File: src/rtl/instr_fetch_unit.sv
// -----------------------------------------------------------------------------
// instr_fetch_unit
//   Holds the program counter and fetches 32-bit instruction words from
//   instruction memory over a req/ack handshake. It splits each word into
//   decoder fields and presents them downstream over a valid/ready handshake.
//   When the downstream stage accepts an instruction, the next PC is chosen
//   by pcsel.
//
//   Optional feature macro: IFU_ILLOP_TRAP_EN
//     defined   : illop flags unimplemented opcodes while the instruction is
//                 presented. Accepting a flagged instruction forces the next
//                 PC to ILLOP_VECTOR.
//     undefined : illop is tied to 0, and pcsel alone selects the next PC.
//
// Ports
//   clk          in   1   clock, rising edge
//   reset_n      in   1   asynchronous active-low reset
//   imem_req     out  1   fetch request, held until imem_ack
//   imem_addr    out  32  fetch address (word aligned, stable during req)
//   imem_ack     in   1   memory accepted the request; imem_rdata is valid
//   imem_rdata   in   32  instruction word
//   instr_valid  out  1   decoded fields are valid
//   instr_ready  in   1   downstream accepts the presented instruction
//   opcode       out  6   instr[31:26]
//   rc/ra/rb     out  5   instr[25:21] / [20:16] / [15:11]
//   literal      out  16  instr[15:0]
//   pc_plus4     out  32  address of the presented instruction + 4
//   pcsel        in   3   next-PC select, sampled on accept
//   jt           in   32  jump target for pcsel = 3'b010
//   illop        out  1   presented opcode is unimplemented
// -----------------------------------------------------------------------------
module instr_fetch_unit #(
   parameter logic [31:0] RESET_VECTOR = 32'h0000_0000,
   parameter logic [31:0] ILLOP_VECTOR = 32'h0000_0004,
   parameter logic [31:0] XADR_VECTOR  = 32'h0000_0008
) (
   input  logic        clk,
   input  logic        reset_n,
   output logic        imem_req,
   output logic [31:0] imem_addr,
   input  logic        imem_ack,
   input  logic [31:0] imem_rdata,
   output logic        instr_valid,
   input  logic        instr_ready,
   output logic [5:0]  opcode,
   output logic [4:0]  rc,
   output logic [4:0]  ra,
   output logic [4:0]  rb,
   output logic [15:0] literal,
   output logic [31:0] pc_plus4,
   input  logic [2:0]  pcsel,
   input  logic [31:0] jt,
   output logic        illop
);

   typedef enum logic [1:0] {
      IDLE  = 2'd0,
      FETCH = 2'd1,
      HOLD  = 2'd2
   } state_t;

   state_t      state;
   logic [31:0] pc;
   logic [31:0] instr;
   logic [31:0] br_off;
   logic [31:0] target;
   logic [31:0] next_pc;
   logic        accept;

   // The PC register addresses memory directly, so the address stays stable
   // for the whole request.
   assign imem_addr = pc;

   assign opcode  = instr[31:26];
   assign rc      = instr[25:21];
   assign ra      = instr[20:16];
   assign rb      = instr[15:11];
   assign literal = instr[15:0];

   assign accept = (state == HOLD) && instr_ready;

   // The branch offset is a sign-extended word offset, relative to PC+4.
   assign br_off = {{14{instr[15]}}, instr[15:0], 2'b00};

   // NOTE: every signal driven in always_comb gets a default first, so no
   // path can leave it unassigned and infer a latch.
   always_comb begin
      target = pc_plus4;
      case (pcsel)
         3'b001:  target = pc_plus4 + br_off;
         3'b010:  target = jt;
         3'b011:  target = ILLOP_VECTOR;
         3'b100:  target = XADR_VECTOR;
         default: target = pc_plus4;
      endcase
`ifdef IFU_ILLOP_TRAP_EN
      // A trapped opcode overrides whatever the decoder drives on pcsel.
      if (illop) target = ILLOP_VECTOR;
`endif
      next_pc = target & ~32'h3;
   end

   // NOTE: sequential state uses non-blocking assignments only. Every
   // register reads the pre-edge value of every other register.
   always_ff @(posedge clk or negedge reset_n) begin
      if (!reset_n) begin
         state       <= IDLE;
         pc          <= RESET_VECTOR;
         instr       <= '0;
         pc_plus4    <= '0;
         imem_req    <= 1'b0;
         instr_valid <= 1'b0;
      end else begin
         case (state)
            IDLE: begin
               imem_req <= 1'b1;
               state    <= FETCH;
            end
            FETCH: begin
               // Qualifying with the FETCH state ignores any ack that arrives
               // while no request is outstanding.
               if (imem_ack) begin
                  instr       <= imem_rdata;
                  pc_plus4    <= pc + 32'd4;
                  imem_req    <= 1'b0;
                  instr_valid <= 1'b1;
                  state       <= HOLD;
               end
            end
            HOLD: begin
               if (instr_ready) begin
                  pc          <= next_pc;
                  imem_req    <= 1'b1;
                  instr_valid <= 1'b0;
                  state       <= FETCH;
               end
            end
            default: begin
               imem_req    <= 1'b0;
               instr_valid <= 1'b0;
               state       <= IDLE;
            end
         endcase
      end
   end

`ifdef IFU_ILLOP_TRAP_EN
   function automatic logic is_unimpl(input logic [5:0] op);
      is_unimpl = (op <= 6'h17) ||
                  (op inside {6'h1A, 6'h1C, 6'h27, 6'h2B, 6'h2F, 6'h37, 6'h3B, 6'h3F});
   endfunction

   logic illop_q;

   // The flag is captured with the word, so it is valid exactly while the
   // instruction is presented.
   always_ff @(posedge clk or negedge reset_n) begin
      if (!reset_n) begin
         illop_q <= 1'b0;
      end else if ((state == FETCH) && imem_ack) begin
         illop_q <= is_unimpl(imem_rdata[31:26]);
      end else if (accept) begin
         illop_q <= 1'b0;
      end
   end

   assign illop = illop_q;
`else
   assign illop = 1'b0;
`endif

endmodule

File: config.mk
export PLATFORM = sky130hd
export DESIGN_NAME = instr_fetch_unit
export DESIGN_NICKNAME = d
export VERILOG_FILES = /design/src/rtl/instr_fetch_unit.sv
export SDC_FILE = /design/constraint.sdc
export NUM_CORES = 1
export LEC_CHECK = 0
export BUFFER_PORTS_ARGS = -buffer_cell sky130_fd_sc_hd__buf_2
export CAP_MARGIN = 20
export CORE_AREA = 8 8 113 115
export CTS_CLUSTER_SIZE = 24
export DETAILED_ROUTE_END_ITERATION = 8
export DIE_AREA = 0 0 121 123
export GPL_ROUTABILITY_DRIVEN = 0
export PLACE_DENSITY_LB_ADDON = 0.1
export SLEW_MARGIN = 20
export SYNTH_ARGS = -nofsm -noshare
export SYNTH_HDL_FRONTEND = slang
export SYNTH_SLANG_ARGS = --single-unit
File: constraint.sdc
create_clock -name clk -period 4.86 [get_ports clk]
set_input_delay 0.972 -clock clk [delete_from_list [all_inputs] [get_ports clk]]
set_output_delay 0.972 -clock clk [all_outputs]
set_load 0.01 [all_outputs]
==> impl_results.md, run 1 <==
* Run status: complete, no violations
* Seq pwr share at a little under a third
* GRT overflow at 0
* Reg-to-reg setup timing slack at between 1.5 and 2 ns
* Period utilization at 62.9%
* Placed cell areas at 7030 um2
* Share of cells above drive strength 1 at ~29%
* Post-CTS Setup Inserts at 0
* Max VDD drop at between 0.3 and 0.4 mV
* Reg-to-Reg Start: instr[15]
* Top Layer Used: met4
* Root buf cell: clkbuf_16
* Number of max-cap violations at 0
* Hold Vio Cnt, Final at 0
* Drt first pass iters at 6
* Levels on crit path at 9
* Antenna-violating nets left at 0
* # H-tree levels at 3
* Crit path capture: imem_addr[30]
* Critical path cell sequence: ha_1 -> a21oi_1 -> o21ai_0 -> a21o_1 -> a2111oi_0 -> nand2_1 -> a211oi_1 -> xor2_1 -> o22ai_1
* Crit. Startpoint: instr[15]
* Most used DFF post-synth: dfrtp_1
* Clock Power Share at 12.1%
* Worst Max-Slew Pin Slew at 0.916 ns
* Reg2reg end: imem_addr[30]
* Longest Clk Path Bufs at 2
* CTS tree: yes
* Reg area at 2380 um2
* Synth Area in Simple Gates at 15.5%
* Fill count at about 900
* Yosys cell types at 58
* Hold-critical path depth at 1
* Worst Setup Start Kind: flop
* Largest family of logic cells by synthesized area: compound AO/OA/AOI/OAI gates
* Sw Share at 47.1%
* CP Max Fanout at 18
* Fin crit period at 3.06 ns
* Met2 wire length at slightly below 10000 um
* Final cell utilization of the core at 66.2%
* Vias in the first global route at 5828
* CP Class: reg -> reg
* Adder-Cell Fraction of Synth Area at 6.79%
* Final-report setup violation count at 0
* Setup TNS at 0 ns
* Pwr dens at around 750 nW/um2
* Crit path DAT at 3.26 ns
* Slowest stage delay, CP at 0.82 ns
* First-pass GRT wire length at 29100 um
* Slowest CP cell: dfrtp_1
* Cell taking the most area after synthesis: dfrtp_1
* Family with the most delay on the worst path: compound AO/OA/AOI/OAI gates
* I/O Buffers at 167
* YS warnings at 0
* Register-to-Register Path Depth at 9
* Worst-path clk slew at ~0.07 ns
* Drt drc at 0
* Tot Pwr at between 5 and 6 mW
* Final Worst Setup Slack at 1.80 ns
* # IOs at ~180
* Post-Synthesis Cell Area at about 6100 um2
* Clk_skew at 0.00692 ns
* Worst slack, placed at between 1.5 and 2 ns
* Rows at 39
* Number of CTS-inserted buffers at 9
* Max Clk Rate at 327 MHz
* Leakage dissipation at 3.38 nW
* Clock tree sinks at 95
* Largest net degree at the start of global routing at 93
* GR Util All Layers at 24.2%
* Post-synthesis mux area share at 7.68%
* M1 wire length at 7550 um
* Dominant cells by area after synthesis: dfrtp_1, mux2_2, ha_1
* Starting DRT DRC Count at 465
* Synthesized instance count at 673
* RSZ-0062 raised after global routing: false
* Worst path buffer plus inverter count at 0
* Synth Area in XOR/XNOR at 7.44%
* Synthesized flop and latch total at 95
* DRT Wirelength at 18800 um
* Nets at 926
* DR WL/cell at 19.3 um
* Area share of the largest cell type after synthesis at 38.8%
* Hold WC Path Type: reg -> reg
* Slew Viols, Final at 0
* Cell Int Power at 2.92 mW
* Clock latency on the worst-skew pair at 0.35 ns
* Initial antenna violation count at 0
* Comb pwr share at 57.8%
* Slew HR at between 30% and 40%
* Multi-input logic area at 3540 um2
* Synth async-reset ratio at 100%
* Avg Vias per Cell at 5.94
* Post-synthesis compound-gate area fraction at 19.9%
* Core box area at 11100 um2
* Met3 WL at 1240 um
* Switch Pwr at approximately 2.6 mW
* WP data required at 5.07 ns
* DP HPWL at 14000 um
* Sequential cell area fraction in the yosys report at about two fifths
* Final Cell Area at 7330 um2
* Syn_area_per_cell at 9.10 um2
* Inserted Diodes at 0
* Hold_buf cts at 0
* Post_cts resized at 0
* Die Wd at 121 um
* Number of synthesized flops with an enable pin at 0
* Endpoint class of the critical path: flop
* Die area at 14900 um2
* P&R area growth vs syn at 19.7%
* Vias at 5776
* Starting density of the core at about 55%
* Die height at 123 um
## how the worst min path moves through the flow
stage / slack, ns / start / endpoint
3_3_place_gp: 0.48 / instr[31] / instr[31]
5_1_grt: 0.51 / instr[27] / instr[27]
3_5_place_dp: 0.49 / state[1] / state[0]
4_1_cts: 0.50 / state[1] / state[0]
6_report: 0.50 / instr[27] / instr[27]
2_1_floorplan: 0.47 / state[1] / state[0]
## cells in the final DEF (no fill, tap or decap), types with 7 or more instances in the layout
master       n
o21ai_0     67
a21oi_1     31
a222oi_1    10
nor3_1      11
nand2_1     91
a221oi_1    16
buf_4        8
clkbuf_16    9
ha_1        30
xor2_1      24
nor2_1      54
nand3_1     20
xnor2_1     28
a21o_1       8
nand4_1      7
o22ai_1     10
inv_1       12
dfrtp_1     95
mux2_2      40
buf_2      166
## cells by family after synthesis
family | count (synthesis)
muxes | 42
adders and majority gates | 33
xor gates and xnor gates | 52
buffers and inverters | 51
other | 1
DFF | 95
AOI/OAI and AO/OA | 186
and+or+nand+nor | 213
## routing by layer
metal  vias to the layer above  GRT usage, %
met4                         0          8.35
met2                       229          42.7
li1                       2736             -
met3                        23          4.79
met5                         -             0
met1                      2788          28.9
## area by class of cell
cell class,count,share of cell area [%]
clock buffers,10,3.12
clock inverters,6,0.615
inverters,12,0.615
multi-input cells,531,48.3
flip-flops and latches,95,32.4
well taps,143,2.44
repair buffers,175,12.4
## worst reg2reg max path, delay by kind of cell (launching register included)
| kind | cells | cell delay, ns |
|---|---|---|
| AO/OA/AOI/OAI | 6 | 1.34 |
| flip-flops | 1 | 0.82 |
| adder cells (fa/ha/maj) | 1 | 0.42 |
| XOR/XNOR | 1 | 0.20 |
| AND/OR/NAND/NOR | 1 | 0.14 |
## power groups by stage
stage | clock (mW) | sequential (mW) | combinational, mW
after floorplan | 0 | 1.71 | 2.09
after global routing | 0.706 | 1.72 | 3.52
after global placement | 0 | 1.64 | 3.08
final | 0.669 | 1.66 | 3.20
after detailed placement | 0 | 1.66 | 3.16
after CTS | 0.674 | 1.65 | 3.18
## synth_stat cells, types with 6 or more instances
master / instances
mux2_2: 40
nand2_1: 91
inv_1: 12
nand3_1: 21
xor2_1: 24
o21ai_0: 67
a222oi_1: 10
a221oi_1: 16
o22ai_1: 10
nand2b_1: 6
nor2b_1: 6
clkbuf_1: 28
a211oi_1: 6
nand4_1: 7
dfrtp_1: 95
ha_1: 30
buf_4: 10
nor2_1: 54
xnor2_1: 28
a21o_1: 8
nor3_1: 11
a21oi_1: 31
## state kept, by name, summed over array words and instances, names as in the netlist
signal / flops
pc_plus4: 30
instr_valid: 1
state: 2
imem_addr: 30
instr: 32
## metrics by stage
step	hold slack (ns)	std cells
floorplan	0.467	677
global placement	0.483	955
detailed placement	0.487	955
CTS	0.496	971
global route	0.510	972
finish	0.500	972
Note: power is estimated with default switching activity, not from simulation.
==> run 2, diff against run 1 <==
Settings changed: CORE_AREA 8 8 113 115 to 8 8 122 124, DIE_AREA 0 0 121 123 to 0 0 130 132.
Clock period 4.86 ns to 2.7 ns, I/O delays scaled along.
==> impl_results.md, run 2 (synthesis results as in run 1) <==
* Run status: complete, no violations
* Period utilization at 95.8%
* # IOs at 175
* GR Util All Layers at 22.7%
* DRT Wirelength at 19400 um
* Switch Pwr at ~4.9 mW
* Max Clk Rate at 387 MHz
* First-pass GRT wire length at 31300 um
* Register-to-Register Path Depth at 12
* Clk_skew at about 0.0096 ns
* Avg Vias per Cell at 5.68
* Comb pwr share at 60.4%
* Slew HR at 61.6%
* Final Cell Area at around 7700 um2
* Antenna-violating nets left at 0
* Sw Share at 46.1%
* Vias at between 5000 and 6000
* Worst path buffer plus inverter count at 2
* Critical path cell sequence: ha_2 -> inv_2 -> fa_2 -> nor2b_4 -> o2111ai_4 -> a211oi_4 -> buf_4 -> o211ai_2 -> o211ai_2 -> xnor2_1 -> a222oi_1 -> o21ai_1
* Longest Clk Path Bufs at 2
* Register with the most flip-flops: instr
* Cell Int Power at 5.72 mW
* P&R area growth vs syn at 26.3%
* Drt drc at 0
* Endpoint class of the critical path: flop
* Seq pwr share at 27.3%
* Initial antenna violation count at 0
* Placed cell areas at 7340 um2
* Die Wd at between 100 and 150 um
* Most frequent cells in the layout: buf_2, dfrtp_1, nand2_1
* Crit. Startpoint: instr[0]
* Leakage dissipation at 3.57 nW
* Drt first pass iters at 5
* Cell repeated most along the worst path: o211ai_2
* Clock tree sinks at 95
* Die height at 132 um
* Slew Viols, Final at 0
* Largest net degree at the start of global routing at 96
* Final-report setup violation count at 0
* Max VDD drop at 0.612 mV
* Hold Vio Cnt, Final at 0
* Starting DRT DRC Count at 355
* Final cell utilization of the core at 59.6%
* Clock latency on the worst-skew pair at 0.36 ns
* Pwr dens at 1370 nW/um2
* Nets at 957
* # H-tree levels at 3
* Share of cells above drive strength 1 at 33.6%
* Rows at 42
* WP data required at 2.92 ns
* Worst Setup Start Kind: flop
* CP Max Fanout at 3
* Slowest stage delay, CP at between 0.3 and 0.4 ns
* Core box area at 13000 um2
* GRT overflow at 0
* DR WL/cell at 18.8 um
* CTS tree: yes
* Clock Power Share at 12.3%
* Fin crit period at 2.59 ns
* DP HPWL at 14600 um
* Vias in the first global route at 6163
* Number of CTS-inserted buffers at 9
* Worst-path clk slew at 0.07 ns
* Hold WC Path Type: in -> async
* RSZ-0062 raised after global routing: true
* Crit path DAT at 2.81 ns
* Largest register FFs at 32
* Worst Max-Slew Pin Slew at 0.575 ns
* Root buf cell: clkbuf_16
* Slowest CP cell: dfrtp_1
* Number of max-cap violations at 0
* Inserted Diodes at 0
* Die area at 17200 um2
* Reg-to-reg setup timing slack at 0.11 ns
* Reg2reg end: imem_addr[24]
* Most common cell after layout, fill and taps aside: buf_2
* I/O Buffers at 167
* Family with the most delay on the worst path: compound AO/OA/AOI/OAI gates
* Reg-to-Reg Start: instr[0]
* CP Class: reg -> reg
* Starting density of the core at 47.2%
## run 2: metrics by stage
step	hold slack [ns]	total power, mW	std cells	TNS [ns]	worst slack [ns]
after detailed placement	0.490	9.06	1020	-0.0117	-0.0117
after CTS	0.267	10.4	1036	0	0.0425
after floorplan	0.244	6.84	677	0	0.0944
after global placement	0.482	8.92	1020	0	0.0568
after global routing	0.261	11.4	1036	-0.0170	-0.0170
final	0.199	10.6	1036	0	0.114
## run 2: final cells by class
class,count,area (um2)
fill,1182,5250
inverter,12,45.0
clock inverter,7,73.8
timing repair buffer,206,1160
multi-input combinational,531,3630
clock buffer,9,225
tap,176,220
sequential,95,2380
## run 2: how the worst max path moves through the flow
| stage | end | slack [ns] | cells after the start |
|---|---|---|---|
| after global placement | imem_addr[10] | 0.06 | 11 |
| after global routing | imem_addr[24] | -0.02 | 12 |
| after CTS | imem_addr[24] | 0.04 | 12 |
| after detailed placement | imem_addr[24] | -0.01 | 12 |
| after floorplan | imem_addr[30] | 0.09 | 10 |
| final | imem_addr[24] | 0.11 | 12 |
## run 2: worst register-to-register path, cell delays in order (launching register included)
cell and delay (ns):
dfrtp_1 0.36, ha_2 0.21, inv_2 0.04, fa_2 0.36, nor2b_4 0.16, o2111ai_4 0.17, a211oi_4 0.31, buf_4 0.16
o211ai_2 0.07, o211ai_2 0.11, xnor2_1 0.09, a222oi_1 0.30, o21ai_1 0.10
## run 2: per-layer routing
layer  global-route usage [%]  up-vias  part of all wire, %  routed length (um)
met5                        0        -                    0                   0
li1                         -     2807                    -                   -
met3                     4.05       37                  5.4                1050
met2                     38.7      187                   50                9750
met4                     8.20        0                  2.0                 398
met1                     27.7     2851                   42                8230
## run 2: power groups by stage
stage	clock [mW]	sequential [mW]	combinational [mW]
3_5_place_dp	0	2.90	6.16
6_report	1.30	2.89	6.40
2_1_floorplan	0	3.08	3.77
3_3_place_gp	0	2.86	6.06
5_1_grt	1.38	2.99	7.05
4_1_cts	1.32	2.88	6.23
## run 2: what timing repair did
| item | in CTS | in global routing |
|---|---|---|
| gates resized for setup | 3 | 23 |
| gates cloned | 0 | 0 |
| setup buffers | 0 | 0 |
| pin swaps | 1 | 5 |
| endpoints found under the setup margin | 2 | 16 |
| hold buffers | 0 | 0 |
